--- config.mk ---
export PLATFORM = sky130hd
export DESIGN_NAME = multicycle_ctrl_fsm
export DESIGN_NICKNAME = d
export VERILOG_FILES = /design/src/rtl/multicycle_ctrl_fsm.sv
export SDC_FILE = /design/constraint.sdc
export NUM_CORES = 1
export LEC_CHECK = 0
export ABC_AREA = 1
export BUFFER_PORTS_ARGS = -buffer_cell sky130_fd_sc_hd__buf_2
export CORE_AREA = 2 2 51 53
export CTS_CLUSTER_DIAMETER = 40
export DETAILED_ROUTE_END_ITERATION = 16
export DIE_AREA = 0 0 53 55
export PLACE_DENSITY = 0.69
export SLEW_MARGIN = 20
export SYNTH_ARGS = -nofsm -noshare
export SYNTH_HDL_FRONTEND = slang
export SYNTH_SLANG_ARGS = --single-unit
--- constraint.sdc ---
create_clock -name clk -period 1.21 [get_ports clk]
set_input_delay 0.121 -clock clk [delete_from_list [all_inputs] [get_ports clk]]
set_output_delay 0.121 -clock clk [all_outputs]
set_load 0.05 [all_outputs]
--- src/rtl/multicycle_ctrl_fsm.sv ---
// Moore control FSM for the 32-bit multicycle MIPS datapath.
// Sequences one instruction at a time; every select and write enable is a
// function of the current state (plus IR op/funct for ALU op choice and the
// ALU zero flag for the branch PC qualifier). Reset forces all outputs low.
module multicycle_ctrl_fsm #(
  parameter logic [5:0] OP_GPIO_IN  = 6'h3E,
  parameter logic [5:0] OP_GPIO_OUT = 6'h3F
) (
  input  logic       clk,
  input  logic       reset,
  input  logic [5:0] op,
  input  logic [5:0] funct,
  input  logic       zero,
  output logic       PCen,
  output logic       IorD,
  output logic       MemWrite,
  output logic       IRWrite,
  output logic       RegWrite,
  output logic       ALUSrcA,
  output logic [1:0] ALUSrcB,
  output logic [1:0] PCSrc,
  output logic [1:0] RegDst,
  output logic [1:0] MemtoReg,
  output logic [2:0] ALUControl,
  output logic       Ori,
  output logic       ANDIsel,
  output logic       illegal,
  output logic [3:0] state_o
);
  localparam logic [5:0] OP_R    = 6'b000000;
  localparam logic [5:0] OP_J    = 6'b000010;
  localparam logic [5:0] OP_JAL  = 6'b000011;
  localparam logic [5:0] OP_BEQ  = 6'b000100;
  localparam logic [5:0] OP_BNE  = 6'b000101;
  localparam logic [5:0] OP_ADDI = 6'b001000;
  localparam logic [5:0] OP_SLTI = 6'b001010;
  localparam logic [5:0] OP_ANDI = 6'b001100;
  localparam logic [5:0] OP_ORI  = 6'b001101;
  localparam logic [5:0] OP_LW   = 6'b100011;
  localparam logic [5:0] OP_SW   = 6'b101011;
  localparam logic [5:0] F_JR    = 6'b001000;

  typedef enum logic [3:0] {
    S_FETCH   = 4'd0,  S_DECODE = 4'd1,  S_MEMADR = 4'd2,  S_MEMRD = 4'd3,
    S_MEMWB   = 4'd4,  S_MEMWR  = 4'd5,  S_EXEC_R = 4'd6,  S_ALUWB = 4'd7,
    S_EXEC_I  = 4'd8,  S_IWB    = 4'd9,  S_BRANCH = 4'd10, S_JUMP  = 4'd11,
    S_JAL     = 4'd12, S_JR     = 4'd13, S_GPIO_WR = 4'd14, S_ILLEGAL = 4'd15
  } state_e;

  state_e     state_q, state_d;
  logic [2:0] r_aluc, i_aluc;
  logic       r_legal, pc_write, br_eq, br_ne;

  // R-type funct decode: ALU operation and legality
  always_comb begin
    r_aluc  = 3'b000;
    r_legal = 1'b1;
    case (funct)
      6'h20:   r_aluc = 3'b000;
      6'h22:   r_aluc = 3'b001;
      6'h24:   r_aluc = 3'b010;
      6'h25:   r_aluc = 3'b011;
      6'h27:   r_aluc = 3'b100;
      6'h2A:   r_aluc = 3'b101;
      6'h00:   r_aluc = 3'b110;
      6'h02:   r_aluc = 3'b111;
      default: r_legal = 1'b0;
    endcase
  end

  // I-type ALU operation; GPIO_IN falls through to add (rs is $0)
  always_comb begin
    case (op)
      OP_ANDI: i_aluc = 3'b010;
      OP_ORI:  i_aluc = 3'b011;
      OP_SLTI: i_aluc = 3'b101;
      default: i_aluc = 3'b000;
    endcase
  end

  // Next-state selection
  always_comb begin
    state_d = S_FETCH;
    case (state_q)
      S_FETCH:  state_d = S_DECODE;
      S_DECODE: begin
        case (op)
          OP_LW, OP_SW:   state_d = S_MEMADR;
          OP_R:           state_d = (funct == F_JR) ? S_JR :
                                    (r_legal ? S_EXEC_R : S_ILLEGAL);
          OP_BEQ, OP_BNE: state_d = S_BRANCH;
          OP_ADDI, OP_ANDI, OP_ORI, OP_SLTI, OP_GPIO_IN: state_d = S_EXEC_I;
          OP_J:           state_d = S_JUMP;
          OP_JAL:         state_d = S_JAL;
          OP_GPIO_OUT:    state_d = S_GPIO_WR;
          default:        state_d = S_ILLEGAL;
        endcase
      end
      S_MEMADR: state_d = (op == OP_SW) ? S_MEMWR : S_MEMRD;
      S_MEMRD:  state_d = S_MEMWB;
      S_EXEC_R: state_d = S_ALUWB;
      S_EXEC_I: state_d = S_IWB;
      default:  state_d = S_FETCH;
    endcase
  end

  // State register; reset returns to FETCH and abandons any instruction
  always_ff @(posedge clk) begin
    if (reset) state_q <= S_FETCH;
    else       state_q <= state_d;
  end

  // Moore output decode, held low for the whole reset cycle
  always_comb begin
    IorD = 1'b0; MemWrite = 1'b0; IRWrite = 1'b0; RegWrite = 1'b0;
    ALUSrcA = 1'b0; ALUSrcB = 2'b00; PCSrc = 2'b00; RegDst = 2'b00;
    MemtoReg = 2'b00; ALUControl = 3'b000; Ori = 1'b0; ANDIsel = 1'b0;
    illegal = 1'b0; pc_write = 1'b0; br_eq = 1'b0; br_ne = 1'b0;
    if (!reset) begin
      case (state_q)
        S_FETCH:   begin IRWrite = 1'b1; ALUSrcB = 2'b01; pc_write = 1'b1; end
        S_DECODE:  ALUSrcB = 2'b11;
        S_MEMADR:  begin ALUSrcA = 1'b1; ALUSrcB = 2'b10; end
        S_MEMRD:   IorD = 1'b1;
        S_MEMWB:   begin IorD = 1'b1; MemtoReg = 2'b01; RegWrite = 1'b1; end
        S_MEMWR:   begin IorD = 1'b1; MemWrite = 1'b1; end
        S_EXEC_R:  begin ALUSrcA = 1'b1; ALUControl = r_aluc; end
        S_ALUWB:   begin RegDst = 2'b01; RegWrite = 1'b1; end
        S_EXEC_I:  begin
          ALUSrcA = 1'b1; ALUSrcB = 2'b10; ALUControl = i_aluc;
          Ori = (op == OP_GPIO_IN);
        end
        S_IWB:     begin RegWrite = 1'b1; Ori = (op == OP_GPIO_IN); end
        S_BRANCH:  begin
          ALUSrcA = 1'b1; ALUControl = 3'b001; PCSrc = 2'b01;
          br_eq = (op == OP_BEQ); br_ne = (op == OP_BNE);
        end
        S_JUMP:    begin PCSrc = 2'b10; pc_write = 1'b1; end
        S_JAL:     begin
          PCSrc = 2'b10; pc_write = 1'b1; RegDst = 2'b10;
          MemtoReg = 2'b10; RegWrite = 1'b1;
        end
        S_JR:      begin PCSrc = 2'b11; pc_write = 1'b1; end
        S_GPIO_WR: ANDIsel = 1'b1;
        S_ILLEGAL: illegal = 1'b1;
        default:   ;
      endcase
    end
    PCen = pc_write | (br_eq & zero) | (br_ne & ~zero);
  end

  assign state_o = reset ? 4'd0 : state_q;

endmodule
==> results of run 1 <==
[routing by layer]
| layer | GRT overflow | global-route usage, % |
|---|---|---|
| met2 | 6 | 89.6 |
| met5 | 0 | 0 |
| met1 | 0 | 55.4 |
| met4 | 3 | 72.6 |
| met3 | 0 | 39.8 |
[metrics by stage]
| step | hold WS, ns | cells | setup TNS [ns] |
|---|---|---|---|
| detailed placement | 0.660 | 284 | -3.42 |
| CTS | 0.405 | 295 | -6.17 |
| floorplan | 0.303 | 174 | -1.93 |
| global placement | 0.641 | 284 | -2.77 |
[cell usage after synthesis]
| master | instances | area (µm²) |
|---|---|---|
| a211oi_2 | 1 | 12.5 |
| a21oi_1 | 11 | 55.1 |
| a21oi_2 | 1 | 8.76 |
| a31oi_1 | 2 | 12.5 |
| a41oi_1 | 1 | 8.76 |
| buf_4 | 2 | 15.0 |
| buf_6 | 2 | 22.5 |
| dfxtp_1 | 4 | 80.1 |
| inv_1 | 24 | 90.1 |
| inv_2 | 11 | 41.3 |
| nand2_1 | 30 | 113 |
| nand3_1 | 17 | 85.1 |
| nand3_2 | 1 | 10.0 |
| nor2_1 | 39 | 146 |
| nor2_2 | 8 | 50.1 |
| nor2_4 | 5 | 56.3 |
| nor3_1 | 5 | 25.0 |
| nor3_2 | 1 | 10.0 |
| nor4_1 | 1 | 6.26 |
| o211ai_1 | 2 | 15.0 |
| o21ai_0 | 3 | 15.0 |
| o21ai_1 | 1 | 5.00 |
| o21ai_2 | 1 | 8.76 |
| o31ai_1 | 1 | 7.51 |
[cell families after synthesis]
logic type             synth area share (%)
and+or+nand+nor                        55.8
buffers and inverters                  18.8
AOI/OAI and AO/OA                      16.5
DFF                                    8.90
[what timing repair did]
item / 4_1_cts
buffers inserted: 8
pin swaps: 9
gates cloned: 0
endpoints found under the setup margin: 28
gates resized for setup: 83
==> flow_metrics.py, run 1 <==
metrics = {
    "place": {
        "dpl_cell_area_um2": 1670,
        "dp_slack_ns": -0.296,
        "gp_congestion": 0.884,
        "place_hpwl_um": 2700,
        "port_buffers": 38,
    },
    "global_routing": {
        "grt_usage_pct": 62.2,
        "grt_overflow": 9,
        "grt_max_degree": 10,
    },
    "sta": {
        "worstEpCategory": "output port",
        "worst_endpoint": "ALUControl[0]",
    },
    "clock_network": {
        "cts.path.max_buffers": 2,
        "clock_sinks": 4,
        "clockRootBuffer": "clkbuf_4",
        "htree_levels": 1,
        "numCtsBuffers": 3,
        "hold_buffers": 0,
    },
    "floorplan": {
        "chipHeight_um": 55,
        "io-pin-count": 39,
        "rows": 18,
        "die_x_um": 53,
        "initial_core_util_pct": 38.0,
    },
    "synth": {
        "syn_area_per_cell_um2": 5.17,
        "synth_area_um2": 900,
        "ys_seq_elements": 4,
        "yosysWarnings": 0,
        "synth_cells": 174,
        "yosysSeqAreaShare_pct": 8.90,
        "synth_cell_types": 24,
        "syn_nets": 189,
    },
    "outcome": {
        "lastStage": "global routing (5_1_grt)",
        "first-error": "[ERROR GRT-0232] Routing congestion too high. Check the congestion heatmap in the GUI.",
        "outcome": "did not finish",
    },
}
==> inputs of run 2 (changes only) <==
--- a/config.mk
+++ b/config.mk
@@ -7,11 +7,10 @@
 export LEC_CHECK = 0
 export ABC_AREA = 1
 export BUFFER_PORTS_ARGS = -buffer_cell sky130_fd_sc_hd__buf_2
-export CORE_AREA = 2 2 51 53
-export CTS_CLUSTER_DIAMETER = 40
+export CORE_AREA = 2 2 63 65
 export DETAILED_ROUTE_END_ITERATION = 16
-export DIE_AREA = 0 0 53 55
-export PLACE_DENSITY = 0.69
+export DIE_AREA = 0 0 65 67
+export PLACE_DENSITY_LB_ADDON = 0.15
 export SLEW_MARGIN = 20
 export SYNTH_ARGS = -nofsm -noshare
 export SYNTH_HDL_FRONTEND = slang
==> constraint.sdc (replaced) <==
create_clock -name clk -period 1.6 [get_ports clk]
set_input_delay 0.16 -clock clk [delete_from_list [all_inputs] [get_ports clk]]
set_output_delay 0.16 -clock clk [all_outputs]
set_load 0.05 [all_outputs]
==> run 2 against run 1 <==
The flow now finishes, with violations (negative setup slack). Synthesized cell count did not move. Area after synthesis did not move.
==> flow_metrics.py, run 2 <==
metrics = {
    "global_routing": {
        "met2_usage_pct": 25.6,
        "met1_usage_pct": 17.5,
        "grt_max_degree": 19,
        "busiest_layer": "met2",
        "grt_overflow": 0,
        "use_met3_pct": 1.35,
        "grt_pass1_wl_um": 4870,
        "antenna_found_initial": 0,
        "grt_pass1_vias": 1181,
        "grt_usage_pct": 14.0,
    },
    "finish": {
        "final_cell_mix": "nor2_1, nand2_1, buf_2",
        "largest_register": "state_q",
        "synthToLayoutAreaGrowth_pct": 64.1,
        "finish.utilization_pct": 40.9,
        "fin_cells": 280,
        "largest_register_ffs": 4,
        "reg_top3": "state_q x4",
        "nets": 249,
        "drive_gt1_share_pct": 48.3,
        "antenna_cells": 0,
    },
    "sta": {
        "tightest_slew_ns": 0.462,
        "relSlewSlack_pct": 69.2,
        "tns_ns": -0.129,
        "post-route-period-util_pct": 103,
        "rsz0062_at_grt": "true",
        "clock.fmax_mhz": 605,
        "hold_viol": 0,
        "skew_ns": 0.00250,
        "setup_viol": 3,
        "fin_crit_ns": 1.65,
        "slew_violations": 0,
        "fin_ws_ns": -0.0522,
    },
    "synth": {
        "synth_largest_area_cell": "nor2_1",
        "ys_seq_elements": 4,
        "syn_nets": 189,
        "synth_cell_types": 24,
        "synth_compound_area_share_pct": 16.6,
        "yosys.area_share.simple_pct": 55.8,
        "synth-main-ff-cell": "dfxtp_1",
        "yosysSeqAreaShare_pct": 8.90,
        "yosys.cell_count.top_type": "nor2_1",
        "yosysWarnings": 0,
        "synthTopCellsByCount": "nor2_1, nand2_1, inv_1, nand3_1",
        "syn_area_per_cell_um2": 5.17,
        "ys_top_cells_by_area": "nor2_1, nand2_1, inv_1, nand3_1, dfxtp_1",
        "synth_edf_count": 0,
        "synthArstFlopShare_pct": 0,
        "synthMuxAreaShare_pct": 0,
        "synth_cells": 174,
        "synth-xor-area-share_pct": 0,
        "synth_area_um2": 900,
        "synth_adder_area_share_pct": 0,
        "netlist.area_leader.share_pct": 16.3,
        "synth_top_family_by_area": "simple AND/OR/NAND/NOR gates",
    },
    "place": {
        "gp_congestion": 0.805,
        "port_buffers": 38,
        "placed_cells": 268,
        "place_hpwl_um": 2400,
    },
    "clock_network": {
        "htree_levels": 1,
        "cts_tree": "done",
        "numCtsBuffers": 3,
        "cts.path.max_buffers": 2,
        "clockRootBuffer": "clkbuf_8",
        "clk_latency_ns": 0.21,
        "path_clk_slew_ns": 0.03,
        "clock_sinks": 4,
    },
    "detailed_routing": {
        "ant_nets": 0,
        "drtPass1Iterations": 4,
        "wire_per_inst_um": 10.3,
        "wl_um": 2900,
        "drt_iter0_markers": 43,
        "vias": 1216,
        "drc": 0,
        "avgViaCountPerCell": 4.34,
    },
    "setup_path": {
        "path_buf_inv": 3,
        "timing.reg2reg.setup_slack_ns": 0.36,
        "cp_top_family": "flip-flops",
        "cp.required_ns": 1.44,
        "critPathMaxStageDelay_ns": 0.39,
        "crit_cells": 7,
        "reg2reg_depth": 6,
        "crit_path_end": "PCen",
        "start_kind": "flop",
        "reg2reg_from": "state_q[2]$_SDFF_PP0_",
        "reg2reg_to": "state_q[3]$_SDFF_PP0_",
        "criticalPathCategory": "reg2out",
        "slowest_stage": "dfxtp_2",
        "cpMostUsedCell": "inv_2",
        "crit_start": "state_q[1]$_SDFF_PP0_",
        "cp.arrival_ns": 1.49,
        "critPathCaptureType": "output pin",
        "crit_fanout": 5,
        "path_cells": "inv_2, nor2_1, inv_2, nor2_4, o211ai_1, o21ai_2, buf_6",
    },
    "pwr": {
        "p_per_area_nw_per_um2": 1320,
        "p_leak_uw": 0.000760,
        "ir_worst_vdd_mv": 0.349,
    },
    "outcome": {
        "violations": "negative setup slack",
        "outcome": "complete, but fails checks",
    },
    "min_path": {
        "hold_class": "in2reg",
    },
    "floorplan": {
        "chipHeight_um": 67,
        "io-pin-count": 39,
        "core_area_um2": 3610,
        "die_area_um2": 4360,
        "die_x_um": 65,
        "initial_core_util_pct": 24.9,
        "rows": 22,
    },
    "job": {
        "maxCapViolCount": 0,
    },
}
run 2: cell counts after synthesis:
Identical to the previous run, type by type.
run 2: power breakdown:
group	internal, µW	switching, µW
registers	152	66.9
logic	540	982
clock network	160	47.8
total	852	1100
run 2: worst reg2reg max path, stage by stage (launching register included):
cell and delay [ns]:
dfxtp_2 0.34, nor2_1 0.17, inv_2 0.10, nor3_2 0.17
buf_4 0.17, nand2_1 0.05, a21oi_1 0.15
run 2: what timing repair did:
action | CTS | global route
hold buffers | 0 | 0
endpoints found under the setup margin | 10 | 11
buffers inserted | 4 | 5
pin swaps | 4 | 4
resized for setup | 19 | 17
endpoints found under the hold margin | 0 | 0
run 2: metrics by stage:
stage	cell area, µm²	setup slack (ns)	power, µW	hold WS (ns)
6_report	1480	-0.0522	1950	0.406
5_1_grt	1480	-0.146	2080	0.452
4_1_cts	1390	-0.0596	1840	0.403
3_5_place_dp	1270	0.0135	1500	0.612
3_3_place_gp	1270	0.0118	1510	0.612
2_1_floorplan	970	-0.290	1130	0.369
run 2: worst min-delay path by stage:
| stage | startpoint | endpoint | slack (ns) | cells after the start |
|---|---|---|---|---|
| 6_report | reset | state_q[0]$_SDFF_PP0_ | 0.41 | 2 |
| 5_1_grt | reset | state_q[2]$_SDFF_PP0_ | 0.45 | 2 |
| 4_1_cts | reset | state_q[1]$_SDFF_PP0_ | 0.40 | 2 |
| 3_5_place_dp | reset | state_q[0]$_SDFF_PP0_ | 0.61 | 2 |
| 3_3_place_gp | reset | state_q[0]$_SDFF_PP0_ | 0.61 | 2 |
| 2_1_floorplan | reset | state_q[1]$_SDFF_PP0_ | 0.37 | 2 |
run 2: cells by family after synthesis:
logic type | count (synthesis)
buffers and inverters | 39
and+or+nand+nor | 107
AOI/OAI and AO/OA | 24
DFF | 4
run 2: layout make-up:
type / count / area (µm²)
multi-input cells: 131 / 749
flip-flops and latches: 4 / 85.1
repair buffers: 59 / 404
well taps: 48 / 60.1
clock buffers: 3 / 41.3
inverters: 35 / 136
fillers: 407 / 2130
run 2: per-layer routing:
layer  up-vias  wire length (µm)  share of wire (%)
met5         -                 0                  0
met4         0                 8               0.28
met3         2               147                5.1
met2        31              1410                 49
met1       516              1330                 46
li1        667                 -                  -
Note: power is estimated with default switching activity, not from simulation.
==> inputs of run 3 (changes only) <==
--- a/config.mk
+++ b/config.mk
@@ -6,10 +6,10 @@
 export NUM_CORES = 1
 export LEC_CHECK = 0
 export ABC_AREA = 1
-export BUFFER_PORTS_ARGS = -buffer_cell sky130_fd_sc_hd__buf_2
 export CORE_AREA = 2 2 63 65
 export DETAILED_ROUTE_END_ITERATION = 16
 export DIE_AREA = 0 0 65 67
+export DONT_BUFFER_PORTS = 1
 export PLACE_DENSITY_LB_ADDON = 0.15
 export SLEW_MARGIN = 20
 export SYNTH_ARGS = -nofsm -noshare
==> constraint.sdc (replaced) <==
create_clock -name clk -period 1.92 [get_ports clk]
set_input_delay 0.192 -clock clk [delete_from_list [all_inputs] [get_ports clk]]
set_output_delay 0.192 -clock clk [all_outputs]
set_load 0.05 [all_outputs]
==> run 3 against run 2 <==
The flow now finishes without violations. Non-clock buffer count fell by 35. Wire length fell by 5.1%. Combinational power fell by 34%. Global-route usage fell by 0.47 points. Clock power fell by 19%. Critical endpoint is now ALUControl[0]. Largest power group unchanged.
==> flow_metrics.py, run 3 (same netlist as run 2, synthesis figures left out) <==
metrics = {
    "pwr": {
        "combPwrFrac_pct": 74.2,
        "p_per_area_nw_per_um2": 1130,
        "p_seq_share_pct": 13.4,
        "p_switching_uw": 798,
        "p_leak_uw": 0.000602,
        "power.internal_uw": 554,
        "power.total_uw": 1350,
        "p_sw_share_pct": 59.0,
        "p_clk_share_pct": 12.4,
        "ir_worst_vdd_mv": 0.316,
    },
    "detailed_routing": {
        "ant_nets": 0,
        "wire_per_inst_um": 11.2,
        "vias": 1137,
        "avgViaCountPerCell": 4.64,
        "drt_iter0_markers": 43,
        "wl_um": 2750,
        "drc": 0,
        "drtPass1Iterations": 4,
    },
    "setup_path": {
        "cp.arrival_ns": 1.56,
        "path_cells": "nor2_2, inv_2, nor2_4, inv_2, nor2_4, a211oi_2, a21oi_2, buf_4",
        "reg2reg_to": "state_q[3]$_SDFF_PP0_",
        "reg2reg_from": "state_q[2]$_SDFF_PP0_",
        "timing.reg2reg.setup_slack_ns": 0.65,
        "crit_fanout": 4,
        "critPathCaptureType": "output pin",
        "cp.required_ns": 1.73,
        "slowest_stage": "dfxtp_1",
        "cp_top_family": "simple AND/OR/NAND/NOR gates",
        "start_kind": "flop",
        "criticalPathCategory": "reg2out",
        "critPathMaxStageDelay_ns": 0.34,
        "reg2reg_depth": 6,
        "path_buf_inv": 3,
    },
    "global_routing": {
        "grt_usage_pct": 13.5,
        "grt_pass1_vias": 1133,
        "antenna_found_initial": 0,
        "grt_max_degree": 23,
        "grt_pass1_wl_um": 4730,
        "grt_overflow": 0,
    },
    "clock_network": {
        "clock_sinks": 4,
        "cts_tree": "done",
        "cts.path.max_buffers": 2,
        "numCtsBuffers": 3,
        "clk_latency_ns": 0.21,
        "htree_levels": 1,
        "clockRootBuffer": "clkbuf_8",
        "path_clk_slew_ns": 0.03,
        "postCtsSetupRepairBufs": 0,
    },
    "sta": {
        "hold_viol": 0,
        "skew_ns": 0.000510,
        "fin_ws_ns": 0.168,
        "rsz0062_at_grt": "false",
        "fin_crit_ns": 1.75,
        "post-route-period-util_pct": 91.2,
        "setup_viol": 0,
        "tightest_slew_ns": 0.439,
        "holdWs_ns": 0.0509,
        "tns_ns": 0,
        "clock.fmax_mhz": 571,
        "slew_violations": 0,
        "relSlewSlack_pct": 70.7,
    },
    "finish": {
        "synthToLayoutAreaGrowth_pct": 33.2,
        "final_cell_mix": "nor2_1, nand2_1, inv_1",
        "mostFrequentLayoutCell": "nor2_1",
        "largest_register_ffs": 4,
        "antenna_cells": 0,
        "reg_top3": "state_q x4",
        "drive_gt1_share_pct": 33.0,
        "largest_register": "state_q",
        "nets": 214,
    },
    "place": {
        "place_hpwl_um": 2370,
        "port_buffers": 0,
        "gp_congestion": 0.941,
        "dp_slack_ns": 0.297,
    },
    "floorplan": {
        "core_area_um2": 3610,
        "chipHeight_um": 67,
        "io-pin-count": 39,
        "rows": 22,
        "die_x_um": 65,
        "die_area_um2": 4360,
        "initial_core_util_pct": 24.9,
    },
    "min_path": {
        "min_to": "state_q[2]$_SDFF_PP0_",
        "hold_class": "in2reg",
        "hp-start": "reset",
        "holdPathStages": 1,
    },
    "outcome": {
        "outcome": "finished clean",
    },
    "job": {
        "maxCapViolCount": 0,
    },
}
run 3: cell count changes in the layout (fill, tap and decap cells not counted), sizes merged:
cell	delta
buf	-32
clkbuf	-3
run 3: worst reg2reg max path, stage by stage, from the launching register on:
cell,delay [ns]
dfxtp_2,0.35
nor2_1,0.15
inv_1,0.14
nor3_2,0.18
buf_4,0.16
nand2_1,0.06
a21oi_1,0.15
run 3: how the worst max path moves through the flow:
| stage | cells past startpoint | end | from | slack (ns) |
|---|---|---|---|---|
| after floorplan | 5 | RegDst[1] | state_q[2]$_SDFF_PP0_ | -0.15 |
| after global placement | 5 | ALUSrcB[1] | state_q[2]$_SDFF_PP0_ | 0.24 |
| after detailed placement | 9 | ALUSrcA | state_q[1]$_SDFF_PP0_ | 0.30 |
| after CTS | 9 | ALUSrcA | state_q[1]$_SDFF_PP0_ | 0.07 |
| after global routing | 8 | ALUControl[0] | state_q[0]$_SDFF_PP0_ | 0.009 |
| final | 8 | ALUControl[0] | state_q[0]$_SDFF_PP0_ | 0.17 |
run 3: area by class of cell:
class / count / area, µm²
fill: 417 / 2410
multi-input combinational: 131 / 678
timing repair buffer: 24 / 205
inverter: 35 / 131
sequential: 4 / 82.6
tap: 48 / 60.1
clock buffer: 3 / 41.3
run 3: per-stage QoR:
step / cells / area (µm²) / utilization [%]
global route: 245 / 1200 / 33.2
finish: 245 / 1200 / 33.2
CTS: 245 / 1200 / 33.2
global placement: 242 / 1150 / 32.0
floorplan: 174 / 922 / -
detailed placement: 242 / 1150 / 32.0
run 3: per-layer routing:
| layer | global-route usage (%) | share of wire, % | vias up |
|---|---|---|---|
| li1 | - | - | 597 |
| met1 | 15.2 | 44 | 504 |
| met2 | 25.8 | 49 | 36 |
| met3 | 2.53 | 6.4 | 0 |
| met4 | 3.72 | 0 | 0 |
| met5 | 0 | 0 | - |
run 3: what timing repair did:
action                                  in CTS  in global routing
hold buffers                                 0                  0
endpoints found under the setup margin       0                  4
gates resized for setup                      0                  2
run 3: power groups by stage:
stage               Sequential, µW  Clock [µW]  Combinational, µW
CTS                            175         173               1010
detailed placement             176           0               1010
floorplan                      155           0                762
finish                         181         168               1000
global route                   188         179               1090
global placement               178           0               1020
